<file path="src/rtl/div_pkg.sv">
// Shared types and constants for the sequential restoring divider.
package div_pkg;

    typedef enum logic [1:0] {
        IDLE = 2'd0,
        BUSY = 2'd1,
        DONE = 2'd2
    } state_e;

    localparam int DIV_W = 4;

    // The counter must hold the value W itself, hence W+1 codes.
    function automatic int cnt_width(input int w);
        return $clog2(w + 1);
    endfunction

endpackage

</file>
<file path="src/rtl/div_restore_step.sv">
// One restoring-division iteration: shift in a dividend bit, trial-subtract the divisor.
module div_restore_step
    import div_pkg::*;
#(
    parameter int W = DIV_W
) (
    input  logic [W-1:0] i_rem,
    input  logic         i_in_bit,
    input  logic [W-1:0] i_divisor,
    output logic [W-1:0] o_rem_next,
    output logic         o_q_bit
);

    logic [W:0] w_t;
    logic [W:0] w_d;

    assign w_t = {i_rem, i_in_bit};
    assign w_d = w_t - {1'b0, i_divisor};

    // Keep the difference when the trial subtraction does not go negative.
    always_comb begin
        o_rem_next = w_t[W-1:0];
        o_q_bit    = 1'b0;
        if (w_t >= {1'b0, i_divisor}) begin
            o_rem_next = w_d[W-1:0];
            o_q_bit    = 1'b1;
        end else begin
            o_rem_next = w_t[W-1:0];
            o_q_bit    = 1'b0;
        end
    end

endmodule

</file>
<file path="src/rtl/seq_restoring_divider.sv">
// Sequential unsigned restoring divider, 2W/W -> W quotient and W remainder, one bit per clock.
// Optional quotient-overflow early exit when DIV_OVF_CHECK_EN is defined.
module seq_restoring_divider
    import div_pkg::*;
#(
    parameter int W = DIV_W
) (
    input  logic           i_clk,
    input  logic           i_rst,
    input  logic           i_start,
    input  logic [2*W-1:0] i_dividend,
    input  logic [W-1:0]   i_divisor,
    output logic           o_busy,
    output logic           o_done,
    output logic [W-1:0]   o_quotient,
    output logic [W-1:0]   o_remainder,
    output logic           o_dbz,
    output logic           o_ovf
);

    localparam int            CW      = cnt_width(W);
    localparam logic [CW-1:0] CNT_ONE = CW'(1);
    localparam logic [CW-1:0] CNT_W   = CW'(W);

    state_e        r_state, w_state_next;
    logic [W-1:0]  r_rem, w_rem_next;
    logic [W-1:0]  r_shift, w_shift_next;
    logic [W-1:0]  r_divisor, w_divisor_next;
    logic [CW-1:0] r_cnt, w_cnt_next;
    logic          r_short, w_short_next;
    logic          r_busy, w_busy_next;
    logic          r_done, w_done_next;
    logic [W-1:0]  r_quot, w_quot_next;
    logic [W-1:0]  r_remo, w_remo_next;
    logic          r_dbz, w_dbz_next;

    logic          w_accept;
    logic          w_dbz_in;
    logic          w_short_in;
    logic [W-1:0]  w_step_rem;
    logic          w_step_q;

    assign w_accept = (r_state != BUSY) && i_start;
    assign w_dbz_in = (i_divisor == {W{1'b0}});

`ifdef DIV_OVF_CHECK_EN
    logic r_ovf, w_ovf_next;
    logic w_ovf_in;
    assign w_ovf_in   = !w_dbz_in && (i_dividend[2*W-1:W] >= i_divisor);
    assign w_short_in = w_dbz_in || w_ovf_in;
    assign o_ovf      = r_ovf;
`else
    assign w_short_in = w_dbz_in;
    assign o_ovf      = 1'b0;
`endif

    div_restore_step #(.W(W)) u_step (
        .i_rem      (r_rem),
        .i_in_bit   (r_shift[W-1]),
        .i_divisor  (r_divisor),
        .o_rem_next (w_step_rem),
        .o_q_bit    (w_step_q)
    );

    // State register.
    always_ff @(posedge i_clk or posedge i_rst) begin
        if (i_rst) begin
            r_state <= IDLE;
        end else begin
            r_state <= w_state_next;
        end
    end

    // Next-state logic; special cases pass through BUSY for a single cycle.
    always_comb begin
        w_state_next = r_state;
        case (r_state)
            IDLE, DONE: begin
                if (i_start) begin
                    w_state_next = BUSY;
                end else begin
                    w_state_next = IDLE;
                end
            end
            BUSY: begin
                if (r_cnt == CNT_ONE) begin
                    w_state_next = DONE;
                end else begin
                    w_state_next = BUSY;
                end
            end
            default: w_state_next = IDLE;
        endcase
    end

    // Datapath and output next values.
    always_comb begin
        w_rem_next     = r_rem;
        w_shift_next   = r_shift;
        w_divisor_next = r_divisor;
        w_cnt_next     = r_cnt;
        w_short_next   = r_short;
        w_quot_next    = r_quot;
        w_remo_next    = r_remo;
        w_dbz_next     = r_dbz;
`ifdef DIV_OVF_CHECK_EN
        w_ovf_next     = r_ovf;
`endif
        w_busy_next    = (w_state_next == BUSY);
        w_done_next    = (w_state_next == DONE);
        case (r_state)
            IDLE, DONE: begin
                if (w_accept) begin
                    w_divisor_next = i_divisor;
                    w_rem_next     = i_dividend[2*W-1:W];
                    w_shift_next   = i_dividend[W-1:0];
                    w_short_next   = w_short_in;
                    w_cnt_next     = w_short_in ? CNT_ONE : CNT_W;
                    w_dbz_next     = 1'b0;
`ifdef DIV_OVF_CHECK_EN
                    w_ovf_next     = 1'b0;
`endif
                end else begin
                    w_short_next = r_short;
                end
            end
            BUSY: begin
                w_cnt_next = r_cnt - CNT_ONE;
                if (r_short) begin
                    // Saturated result; the untouched low dividend half becomes the remainder.
                    w_quot_next = {W{1'b1}};
                    w_remo_next = r_shift;
                    w_dbz_next  = (r_divisor == {W{1'b0}});
`ifdef DIV_OVF_CHECK_EN
                    w_ovf_next  = (r_divisor != {W{1'b0}});
`endif
                end else begin
                    w_rem_next   = w_step_rem;
                    w_shift_next = {r_shift[W-2:0], w_step_q};
                    if (r_cnt == CNT_ONE) begin
                        w_quot_next = {r_shift[W-2:0], w_step_q};
                        w_remo_next = w_step_rem;
                    end else begin
                        w_quot_next = r_quot;
                    end
                end
            end
            default: begin
                w_cnt_next = {CW{1'b0}};
            end
        endcase
    end

    // Datapath and output registers.
    always_ff @(posedge i_clk or posedge i_rst) begin
        if (i_rst) begin
            r_rem     <= {W{1'b0}};
            r_shift   <= {W{1'b0}};
            r_divisor <= {W{1'b0}};
            r_cnt     <= {CW{1'b0}};
            r_short   <= 1'b0;
            r_busy    <= 1'b0;
            r_done    <= 1'b0;
            r_quot    <= {W{1'b0}};
            r_remo    <= {W{1'b0}};
            r_dbz     <= 1'b0;
`ifdef DIV_OVF_CHECK_EN
            r_ovf     <= 1'b0;
`endif
        end else begin
            r_rem     <= w_rem_next;
            r_shift   <= w_shift_next;
            r_divisor <= w_divisor_next;
            r_cnt     <= w_cnt_next;
            r_short   <= w_short_next;
            r_busy    <= w_busy_next;
            r_done    <= w_done_next;
            r_quot    <= w_quot_next;
            r_remo    <= w_remo_next;
            r_dbz     <= w_dbz_next;
`ifdef DIV_OVF_CHECK_EN
            r_ovf     <= w_ovf_next;
`endif
        end
    end

    assign o_busy      = r_busy;
    assign o_done      = r_done;
    assign o_quotient  = r_quot;
    assign o_remainder = r_remo;
    assign o_dbz       = r_dbz;

endmodule
</file>
<file path="config.mk">
export PLATFORM = sky130hd
export DESIGN_NAME = seq_restoring_divider
export DESIGN_NICKNAME = d
export VERILOG_FILES = /design/src/rtl/div_pkg.sv /design/src/rtl/div_restore_step.sv /design/src/rtl/seq_restoring_divider.sv
export SDC_FILE = /design/constraint.sdc
export NUM_CORES = 1
export LEC_CHECK = 0
export BUFFER_PORTS_ARGS = -buffer_cell sky130_fd_sc_hd__buf_2
export CAP_MARGIN = 25
export CORE_MARGIN = 10
export CORE_UTILIZATION = 50
export DETAILED_ROUTE_END_ITERATION = 7
export PLACE_DENSITY = 0.72
export SLEW_MARGIN = 10
export SYNTH_ARGS = -nofsm -noshare
export SYNTH_HDL_FRONTEND = slang
export SYNTH_HIERARCHICAL = 1
export SYNTH_SLANG_ARGS = --single-unit
</file>
<file path="constraint.sdc">
create_clock -name i_clk -period 6 [get_ports i_clk]
set_clock_uncertainty 0.1 [all_clocks]
set_input_delay 1.2 -clock i_clk [delete_from_list [all_inputs] [get_ports i_clk]]
set_output_delay 1.2 -clock i_clk [all_outputs]
set_load 0.03 [all_outputs]
</file>
* Word-level counts from Yosys, hierarchy flattened
Index checks and enable logic that the tools add are counted.
W data, S select, Z words.
** Storage, ports and cells
- Flip-flop bits (word level) :: 29
- Bits of input ports :: 15
** Cells by class
- $add $sub $neg :: 2
- $lt $le $gt $ge :: 1
- Equal/unequal tests :: 9
- Mux-type cells :: 21
- Reduce and logical (&&, ||, !) cells :: 11
** Operators with widths (count)
- $mux W4 :: 9
- $pmux W4 S2 :: 2
- $logic_not A4 Y1 :: 2
- $mux W3 :: 2
- $ne A2 B2 Y1 const B :: 3
- $pmux W3 S2 :: 1
- $reduce_and A3 Y1 :: 2
- $ge A5 B4 Y1 :: 1
- $eq A2 B1 Y1 const B :: 2
- $eq A2 B2 Y1 const B :: 2
- $mux W1 :: 4
- $pmux W2 S2 :: 1
- $reduce_and A2 Y1 :: 2
- $reduce_bool A2 Y1 :: 2
- $sub A4 B4 Y4 :: 1
- $eq A3 B1 Y1 const B :: 1
- $sub A3 B1 Y3 const B :: 1
- $logic_not A2 Y1 :: 1
- $mux W2 :: 1
- $ne A2 B1 Y1 const B :: 1
- $pmux W1 S2 :: 1
- $reduce_or A2 Y1 :: 1
- $logic_and A1 B1 Y1 :: 1

* Depth between registers and ports, before layout
Gate-level depths: netlist of run 1.
- Depth after elaboration :: 4
- Depth in mapped cells :: 8
- Mapped depth without buffers :: 8

* Hierarchy
The synthesis of run 1 kept the hierarchy.
** By module, submodules not included
- seq_restoring_divider :: times used 1, cells each 97, area an instance 1338.8 um^2, sequential area each 725.7 um^2
- div_restore_step :: times used 1, cells each 28, area an instance 224.0 um^2, sequential area each 0.0 um^2

* Worst setup path before layout of run 1
OpenSTA, ideal clock, no wires.
- Path type :: input-to-reg
- Start point :: input port i_start
- End point :: register r_rem[0]
- Library setup time :: 0.125 ns
- Arrival :: 1.929 ns
- Required time :: 5.775 ns
- Path slack :: 3.846 ns
- Stages :: 4
- Path buffers :: 1
- Path through :: nand2b_1 buf_2 o21ai_2 mux2_2
** Between the ends
- Longest elaborated chain between the ends :: 3
** RTL lines
- from (decl) :: RTL line seq_restoring_divider.sv:10 : input logic i_start,
- $logic_and A1 B1 Y1 :: RTL line seq_restoring_divider.sv:43 : assign w_accept = (r_state != BUSY) && i_start;
- $ne A2 B2 Y1 (no line)
- $reduce_and A3 Y1 (no line)
- to (signal assigned) :: RTL line seq_restoring_divider.sv:157 : r_rem <= {W{1'b0}};
- to (signal assigned) :: RTL line seq_restoring_divider.sv:171 : r_rem <= w_rem_next;
- to (decl) :: RTL line seq_restoring_divider.sv:26 : logic [W-1:0] r_rem, w_rem_next;
No other way between the ends.
A chain may end at the register's enable or synchronous reset.

* Worst setup path after layout of run 1
- Start point :: register r_rem[1]
- End point :: register r_remo[2] (netlist: o_remainder[2])
** Between the ends
- Longest elaborated chain between the ends :: 4
- Elaborated cells between the ends (all ways) :: 5
- Classes of those cells :: add/sub (1); order compare (1); mux (3)
** RTL lines
- $sub A4 B4 Y4 or $ge A5 B4 Y1 (tied branches) :: RTL line div_restore_step.sv:18, div_restore_step.sv:24
- $mux W4 (*) :: RTL line div_restore_step.sv:24 : if (w_t >= {1'b0, i_divisor}) begin
- via w_step_rem[2] :: RTL line seq_restoring_divider.sv:40 : logic [W-1:0] w_step_rem;
- $mux W4 (*) :: RTL line seq_restoring_divider.sv:140 : if (r_cnt == CNT_ONE) begin
- $mux W4 (*) :: RTL line seq_restoring_divider.sv:129 : if (r_short) begin
- to (signal assigned) :: RTL line seq_restoring_divider.sv:165 : r_remo <= {W{1'b0}};
- to (signal assigned) :: RTL line seq_restoring_divider.sv:179 : r_remo <= w_remo_next;
- to (decl) :: RTL line seq_restoring_divider.sv:34 : logic [W-1:0] r_remo, w_remo_next;
The timed path passes the listed nets; every way through them passes the cells marked *. The select of a mux whose other input is x is not followed.

==> results of run 1 <==
state kept, by name, indices dropped and copies added (netlist names):
signal       cells
o_done           1
o_quotient       4
o_dbz            1
o_remainder      4
r_rem            4
r_short          1
r_shift          4
r_state          2
r_cnt            3
o_busy           1
r_divisor        4
critical path: cells and delay by family, from the launching register on:
kind | cells | cell delay [ns]
flip-flops | 1 | 0.42
adder cells (fa/ha/maj) | 1 | 0.36
AND/OR/NAND/NOR | 3 | 0.41
multiplexers | 3 | 0.85
synthesized netlist by cell type, drive strengths merged:
cell type	number	area share
xnor2	2	0.011
conb	1	0.0024
o21ai	3	0.014
nand4	1	0.0040
fa	1	0.013
nand2b	5	0.020
nor2	9	0.028
o32ai	1	0.0056
o22ai	1	0.0040
mux2i	4	0.026
or3	1	0.0040
nor4	1	0.0040
a211o	1	0.0056
nor3	2	0.0064
clkbuf	1	0.0024
buf	4	0.022
inv	10	0.024
or4	1	0.0048
nand2	4	0.011
mux2	30	0.23
dfrtp	29	0.46
o22a	4	0.022
ha	6	0.048
a21oi	3	0.024
worst max path at each step:
stage,start,end,slack (ns),cells past startpoint
6_report,r_rem[1],o_remainder[2],3.74,7
5_1_grt,r_divisor[1],o_remainder[2],3.66,8
4_1_cts,r_rem[1],o_remainder[2],3.75,7
3_5_place_dp,i_start,r_rem[3],3.53,4
3_3_place_gp,i_start,r_rem[3],3.57,4
2_1_floorplan,i_start,r_rem[0],3.85,4
cell usage in the layout (no fill, tap or decap), types with 2 or more instances in the layout:
| cell | count |
|---|---|
| dfrtp_1 | 29 |
| mux2_2 | 25 |
| buf_2 | 25 |
| inv_1 | 10 |
| nor2_1 | 7 |
| ha_1 | 6 |
| nand2b_1 | 5 |
| mux2_4 | 5 |
| clkbuf_4 | 5 |
| o22a_1 | 4 |
| mux2i_1 | 4 |
| nand2_1 | 3 |
| o21ai_2 | 2 |
| a21oi_4 | 2 |
| xnor2_1 | 2 |
| clkbuf_8 | 2 |
| nor3_1 | 2 |
routing by layer:
layer  track usage  part of all wire  vias up
met1         0.139              0.46      533
met2         0.174              0.47       24
met3        0.0483             0.059        4
li1              -                 -      498
met5             0                 0        -
met4        0.0473             0.014        0
power by group through the flow:
stage / Clock [mW] / Combinational (mW) / Sequential [mW]
finish: 0.133 / 0.734 / 0.355
global route: 0.151 / 0.813 / 0.367
CTS: 0.139 / 0.741 / 0.354
detailed placement: 0 / 0.739 / 0.358
global placement: 0 / 0.707 / 0.354
floorplan: 0 / 0.556 / 0.402
final cells by class:
class                           count  area (sq um)  share of cell area
Clock buffer                        7          65.1              0.0361
Sequential cell                    29           726               0.403
Multi-Input combinational cell     81           761               0.422
Tap cell                           44          55.1              0.0306
Inverter                           10          37.5              0.0208
Clock inverter                      1          5.00             0.00278
Timing Repair Buffer               26           153              0.0847
logic make-up after synthesis:
family / count (synthesis) / synth area share
buffers and inverters: 15 / 0.0488
other: 1 / 0.00240
AOI/OAI and AO/OA: 13 / 0.0761
DFF: 29 / 0.464
adders and majority gates: 7 / 0.0608
muxes: 34 / 0.254
xor gates and xnor gates: 2 / 0.0112
and+or+nand+nor: 24 / 0.0825
==> run metrics, run 1 <==
status=finished clean; Die Span Y=75.9 um; DP HPWL=2.41 mm; Slew headroom=0.441; Mean Syn Cell Area=12.5 sq um; critical path class=flip-flop to flip-flop; Distinct cells, synth=32; placed cells=190; startpoint types=flip-flop; first-pass GRT wire length=5.46 mm; post-CTS setup buffers=0; Worst path max stage delay=0.42 ns; Comb power frac=0.601; largest net degree at the start of global routing=23; synthesized instance count=125; total grt overflow=0; pre-CTS setup slack=3.53 ns; Max IR drop VDD=0.308 mV; Yosys reg bits=29; placeable core area=0.00303 sq mm; max-slew violations=0; Flop pwr share=0.290; Internal=0.724 mW; Cell Pwr Density=679 mW/mm^2; # IOs=27; Placement Cell Area=0.00173 sq mm; share of post-route cells with drive strength above 1=0.461; ANT nets after route=0; fmax=443 MHz; Hold Path Stages=1; setup_tns=0 ns; FF-to-FF setup slack=3.74 ns; Total GRT Usage=0.115; Die Width=75.9 um; row count=20; Post-Route WL=3.07 mm; count of final hold-check violations=0; hold_ws=0.407 ns; clk slew on worst S/H paths=0.09 ns; WL/cell=15.5 um; Critical R2R Capture=o_remainder[2]; Post-Syn Area=0.00156 sq mm; Post-Syn Nets=147; Critical Path End Type=flip-flop; CP Cell Sequence=ha_1 > nand4_1 > nand2_2 > nor2_4 > mux2_4 > mux2_2 > mux2_2; Placer Congestion=0.795; Switching Share=0.408; clock share of power=0.109; maxcap violations=0; DRT Pass-1 Iters=4; Initial Util=0.516; hold buffers post-CTS=0; share of the yosys chip area belonging to registers=0.464; number of H-tree levels=2; die footprint=0.00576 sq mm; Required @ worst endpoint=6.10 ns; Clk Latency, worst-skew pair=0.32 ns; Setup violations, final=0; WP data arrival=2.36 ns; PortBufs=25; Post-Layout Cell Count=198; critical path peak fanout=4; final instance area=0.00180 sq mm; DRC Markers=0; YS warnings=6; P_leak=0.822 nW; total power=1.22 mW; initial antenna violation count=0; Min-Delay Endpoint=o_remainder[2]; Final Core Density=0.595; cell mode on critical path=mux2_2; Vias per Instance=5.35; Num Clock Sinks=29; Clock Root Buffer=clkbuf_4; Starting DRT DRC Count=33; min-delay src=o_remainder[2]; diode count=0; total CTS buffers=5; CTS tree=yes; HP Class=flip-flop to flip-flop; fin crit period=2.26 ns; post-CTS resize count=0; RSZ-0062 raised after global routing=no; FILL cells=256; reg2reg start=r_rem[1]; Worst Tran Pin Value=0.838 ns; critical path's slowest cell=dfrtp_1; Via Count=1059; PnR worst setup slack=3.74 ns; Nets=175; Area growth syn-to-layout=15.3%; r2r worst-path depth=7; vias in the first global route=1138; Longest Clk Path Bufs=2; NetSw=0.498 mW; final worst path period share=0.376
Note: power is estimated with default switching activity, not from simulation.
==> inputs of run 2 (changes only) <==
--- a/config.mk
+++ b/config.mk
@@ -8,9 +8,9 @@
 export BUFFER_PORTS_ARGS = -buffer_cell sky130_fd_sc_hd__buf_2
 export CAP_MARGIN = 25
 export CORE_MARGIN = 10
-export CORE_UTILIZATION = 50
+export CORE_UTILIZATION = 49
 export DETAILED_ROUTE_END_ITERATION = 7
-export PLACE_DENSITY = 0.72
+export PLACE_DENSITY = 0.74
 export SLEW_MARGIN = 10
 export SYNTH_ARGS = -nofsm -noshare
 export SYNTH_HDL_FRONTEND = slang
==> constraint.sdc (replaced) <==
create_clock -name i_clk -period 2.05 [get_ports i_clk]
set_clock_uncertainty 0.1 [all_clocks]
set_input_delay 0.41 -clock i_clk [delete_from_list [all_inputs] [get_ports i_clk]]
set_output_delay 0.41 -clock i_clk [all_outputs]
set_load 0.03 [all_outputs]
==> run metrics, run 2 (synthesis gave the netlist of run 1 again) <==
diode count=0 (unchanged); startpoint types=flip-flop; busiest grt layer=met2; Placer Congestion=0.782 (-1.6%); Clk Latency, worst-skew pair=0.33 ns (about the same); CP delay by family, top=multiplexers; final worst path period share=1.05 (+0.675); Die Width=76.5 um (+0.75%); Die Span Y=76.5 um (+0.75%); number of H-tree levels=2 (unchanged); fin crit period=2.16 ns (-0.103 ns); Via Count=1096 (+3.5%); row count=20 (unchanged); hold_ws=0.0275 ns (-0.379 ns); vias in the first global route=1202 (+5.6%); HP Class=primary input to asynchronous set/reset pin; ANT nets after route=0 (unchanged); total CTS buffers=5 (unchanged); largest net degree at the start of global routing=30 (+30%); count of final hold-check violations=0 (unchanged); Num Clock Sinks=29 (unchanged); Initial Util=0.512 (-0.00423); DP HPWL=2.48 mm (+2.9%); clock share of power=0.091 (-0.018); fmax=464 MHz (+4.8%); Switching Share=0.391 (-0.0164); status=complete, but fails checks; failing checks=negative setup slack; Vias per Instance=5.07 (-5.1%); Flop pwr share=0.238 (-0.052); # IOs=27 (unchanged); met2 usage=0.193 (+0.0187); Nets=193 (+10%); PnR worst setup slack=-0.105 ns (-3.85 ns); CTS tree=yes; Max IR drop VDD=0.963 mV (+210%); Cell Pwr Density=2190 mW/mm^2 (+220%); P_leak=0.921 nW (+12%); met1 Usage GRT=0.136 (-0.00263); pre-CTS setup slack=-0.146 ns (-3.67 ns); Internal=2.69 mW (+270%); Worst Tran Pin Value=0.627 ns (-0.211 ns); WL/cell=16.4 um (+5.8%); Worst path max stage delay=0.41 ns (about the same); Total GRT Usage=0.120 (+0.00494); total power=4.41 mW (+260%); PortBufs=25 (unchanged); Comb power frac=0.671 (+0.070); Final Core Density=0.661 (+0.0664); most frequent cells in the layout=dfrtp_1 (29), buf_2 (25), mux2_2 (20), buf_4 (18), mux2_4 (10); CP Cell Sequence=inv_2 > ha_4 > nand4_1 > nand2_2 > nor2_4 > buf_6 > mux2i_4 > mux2_4 > mux2_4; CP bufs+invs=2 (+2); leading cell type in the layout, fill and taps excluded=dfrtp_1; NetSw=1.73 mW (+250%); Post-Route WL=3.54 mm (+15%); Setup violations, final=7 (+7); hold buffers post-CTS=0 (unchanged); met3 Use GR=0.0448 (-0.00354); critical path peak fanout=4 (unchanged); RSZ-0062 raised after global routing=yes; max-slew violations=0 (unchanged); total grt overflow=0 (unchanged); critical path class=flip-flop to flip-flop; Area growth syn-to-layout=29.2%; DRC Markers=0 (unchanged); Starting DRT DRC Count=48 (+45%); placeable core area=0.00305 sq mm (+0.83%); Slew headroom=0.578 (+0.137); first-pass GRT wire length=5.67 mm (+3.8%); Required @ worst endpoint=2.15 ns (-3.95 ns); DRT Pass-1 Iters=4 (unchanged); maxcap violations=0 (unchanged); cell mode on critical path=mux2_4; initial antenna violation count=0 (unchanged); clk slew on worst S/H paths=0.10 ns (about the same); Clock Root Buffer=clkbuf_4; die footprint=0.00585 sq mm (+1.5%); Longest Clk Path Bufs=2 (unchanged); WP data arrival=2.26 ns (-0.10 ns); critical path's slowest cell=dfrtp_1; Critical Path End Type=flip-flop; share of post-route cells with drive strength above 1=0.581 (+0.120)
==> run 2: cell count changes in the layout (fill, tap and decap cells not counted), sizes merged <==
cell,delta
buf,+18
==> run 2: layout make-up <==
class	count	area [sq um]
Multi-Input combinational cell	81	860
Inverter	10	37.5
Sequential cell	29	726
Clock inverter	1	5.00
Tap cell	44	55.1
Timing Repair Buffer	44	272
Clock buffer	7	65.1
Fill cell	241	1030
==> run 2: path summary, 6_finish.rpt <==
| kind | from | end | slack [ns] | depth (start not counted) |
|---|---|---|---|---|
| hold reg to reg | o_quotient[2] | o_quotient[2] | 0.42 | 1 |
| max in group asynchronous | i_rst | r_cnt[0] | 1.54 | 3 |
| setup / recovery | r_divisor[2] | o_remainder[1] | -0.11 | 9 |
| hold / removal | i_rst | r_short | 0.03 | 3 |
| setup reg to reg | r_divisor[2] | o_remainder[1] | -0.11 | 9 |
| min in group i_clk | i_divisor[2] | r_divisor[2] | 0.22 | 2 |
==> run 2: tightest hold or removal path, delay by kind of cell <==
family,cells,cell delay (ns)
buffers and inverters,3,0.46
==> run 2: layer usage <==
layer	wire, um	share of wire
met3	181	0.051
met1	1600	0.45
met4	59	0.017
met5	0	0
met2	1700	0.48
==> run 2: per-stage QoR <==
| step | cell area (sq um) | TNS (ns) | std cells |
|---|---|---|---|
| finish | 2020 | -0.455 | 216 |
| global placement | 1790 | -0.455 | 198 |
| global route | 2020 | -0.943 | 216 |
| CTS | 1960 | -0.242 | 213 |
| detailed placement | 1790 | -0.769 | 198 |
| floorplan | 1580 | -0.0780 | 125 |
==> run 2: power by group through the flow <==
stage	registers (mW)	logic (mW)	clock network, mW
floorplan	1.18	1.67	0
global placement	1.03	2.26	0
detailed placement	1.04	2.36	0
CTS	1.03	2.70	0.410
global route	1.08	3.15	0.438
finish	1.05	2.96	0.403
==> run 2: repair_timing <==
action / in CTS / in global routing
setup endpoints to repair: 7 / 9
resized for setup: 8 / 10
pin swaps: 2 / 4
buffers inserted: 7 / 3
==> inputs of run 3 (changes only) <==
--- a/config.mk
+++ b/config.mk
@@ -8,9 +8,9 @@
 export BUFFER_PORTS_ARGS = -buffer_cell sky130_fd_sc_hd__buf_2
 export CAP_MARGIN = 25
 export CORE_MARGIN = 10
-export CORE_UTILIZATION = 49
+export CORE_UTILIZATION = 50
 export DETAILED_ROUTE_END_ITERATION = 7
-export PLACE_DENSITY = 0.74
+export PLACE_DENSITY = 0.72
 export SLEW_MARGIN = 10
 export SYNTH_ARGS = -nofsm -noshare
 export SYNTH_HDL_FRONTEND = slang
==> constraint.sdc (replaced) <==
create_clock -name i_clk -period 2.5 [get_ports i_clk]
set_clock_uncertainty 0.1 [all_clocks]
set_input_delay 0.5 -clock i_clk [delete_from_list [all_inputs] [get_ports i_clk]]
set_output_delay 0.5 -clock i_clk [all_outputs]
set_load 0.03 [all_outputs]
==> run metrics, run 3 (synthesis gave the netlist of run 1 again) <==
placeable core area=0.00303 sq mm (-0.82%); max-slew violations=0 (unchanged); cell mode on critical path=mux2_2; critical path class=flip-flop to flip-flop; critical path's slowest cell=dfrtp_1; HP Class=primary input to asynchronous set/reset pin; Slew headroom=0.515 (-0.0627); most frequent cells in the layout=dfrtp_1 (29), mux2_2 (25), buf_2 (25), inv_1 (10), nor2_1 (7); r2r worst-path depth=8 (-1); WP data arrival=2.39 ns (+0.13 ns); Longest Clk Path Bufs=2 (unchanged); FILL cells=263 (+9.1%); critical path peak fanout=4 (unchanged); total CTS buffers=5 (unchanged); clk slew on worst S/H paths=0.08 ns (-0.02 ns); ANT nets after route=0 (unchanged); Starting DRT DRC Count=65 (+35%); number of H-tree levels=2 (unchanged); leading cell type in the layout, fill and taps excluded=dfrtp_1; Placer Congestion=0.817 (+4.5%); initial antenna violation count=0 (unchanged); post-CTS resize count=0 (-8); fin crit period=2.27 ns (+0.116 ns); status=finished clean; FF-to-FF setup slack=0.23 ns (+0.33 ns); die footprint=0.00576 sq mm (-1.5%); Critical Path End Type=flip-flop; count of final hold-check violations=0 (unchanged); Total GRT Usage=0.115 (-0.00421); Required @ worst endpoint=2.61 ns (+0.46 ns); CP bufs+invs=1 (-1); Setup violations, final=0 (-7); Initial Util=0.516 (+0.00423); RSZ-0062 raised after global routing=no; P_leak=0.804 nW (-13%); row count=20 (unchanged); Max IR drop VDD=0.674 mV (-30%); Via Count=1037 (-5.4%); Num Clock Sinks=29 (unchanged); DRC Markers=0 (unchanged); PortBufs=25 (unchanged); stages on the worst setup path=8 (-1); Clk Latency, worst-skew pair=0.33 ns (about the same); Die Span Y=75.9 um (-0.75%); diode count=0 (unchanged); post-CTS setup buffers=0 (-7); maxcap violations=0 (unchanged); DP HPWL=2.41 mm (-2.9%); startpoint types=flip-flop; final worst path period share=0.909 (-0.143); hold buffers post-CTS=0 (unchanged); Clock Root Buffer=clkbuf_4; Worst path max stage delay=0.38 ns (-0.03 ns); Vias per Instance=5.26 (+3.7%); first-pass GRT wire length=5.41 mm (-4.6%); hold_ws=0.125 ns (+0.0977 ns); DRT Pass-1 Iters=4 (unchanged); CP Cell Sequence=inv_1 > ha_1 > nand4_1 > nand2_2 > nor2_4 > mux2_4 > mux2_2 > mux2_2; WL/cell=15.9 um (-2.8%); share of post-route cells with drive strength above 1=0.458 (-0.124); Cell Pwr Density=1630 mW/mm^2 (-25%); largest net degree at the start of global routing=30 (unchanged); Die Width=75.9 um (-0.75%); setup_tns=0 ns (+0.455 ns); CTS tree=yes; fmax=440 MHz (-5.1%); # IOs=27 (unchanged); Area growth syn-to-layout=12.7%; final instance area=0.00176 sq mm (-13%); Placement Cell Area=0.00172 sq mm (-3.8%); vias in the first global route=1149 (-4.4%); Post-Route WL=3.14 mm (-11%); total grt overflow=0 (unchanged); Worst Tran Pin Value=0.720 ns (+0.0931 ns); Nets=176 (-8.8%); CP delay by family, top=multiplexers
run 3: area by class of cell:
cell class / instances / area [sq um] / share of cell area
clock inverters: 1 / 5.00 / 0.00284
repair buffers: 27 / 140 / 0.0795
multi-input cells: 81 / 761 / 0.432
flip-flops and latches: 29 / 726 / 0.412
well taps: 44 / 55.1 / 0.0312
clock buffers: 5 / 37.5 / 0.0213
inverters: 10 / 37.5 / 0.0213
run 3: stage by stage:
| step | cells | power, mW | setup WS [ns] | utilization |
|---|---|---|---|---|
| floorplan | 125 | 2.30 | 0.401 | - |
| CTS | 197 | 2.91 | 0.246 | 0.582 |
| detailed placement | 191 | 2.64 | 0.263 | 0.568 |
| finish | 197 | 2.87 | 0.229 | 0.582 |
| global placement | 191 | 2.56 | 0.318 | 0.568 |
| global route | 197 | 3.11 | 0.134 | 0.582 |
run 3: worst min-delay path: cells and delay by family:
| kind | cells | cell delay (ns) |
|---|---|---|
| buffers and inverters | 3 | 0.47 |
run 3: worst paths after layout:
kind,startpoint,endpoint
setup reg to reg,r_divisor[2],o_remainder[2]
min in group i_clk,i_divisor[3],r_divisor[3]
setup / recovery,r_divisor[2],o_remainder[2]
hold reg to reg,o_quotient[0],o_quotient[0]
hold / removal,i_rst,o_quotient[2]
max in group asynchronous,i_rst,r_rem[3]
run 3: routing by layer:
layer / vias up / share of wire / global-route usage
met2: 29 / 0.46 / 0.179
met1: 505 / 0.43 / 0.125
met3: 9 / 0.085 / 0.0672
met4: 0 / 0.020 / 0.0511
li1: 494 / - / -
met5: - / 0 / 0
run 3: where the power goes:
group | switching, mW | internal [mW]
clock | 0.152 | 0.0971
combinational | 0.880 | 0.886
sequential | 0.162 | 0.695
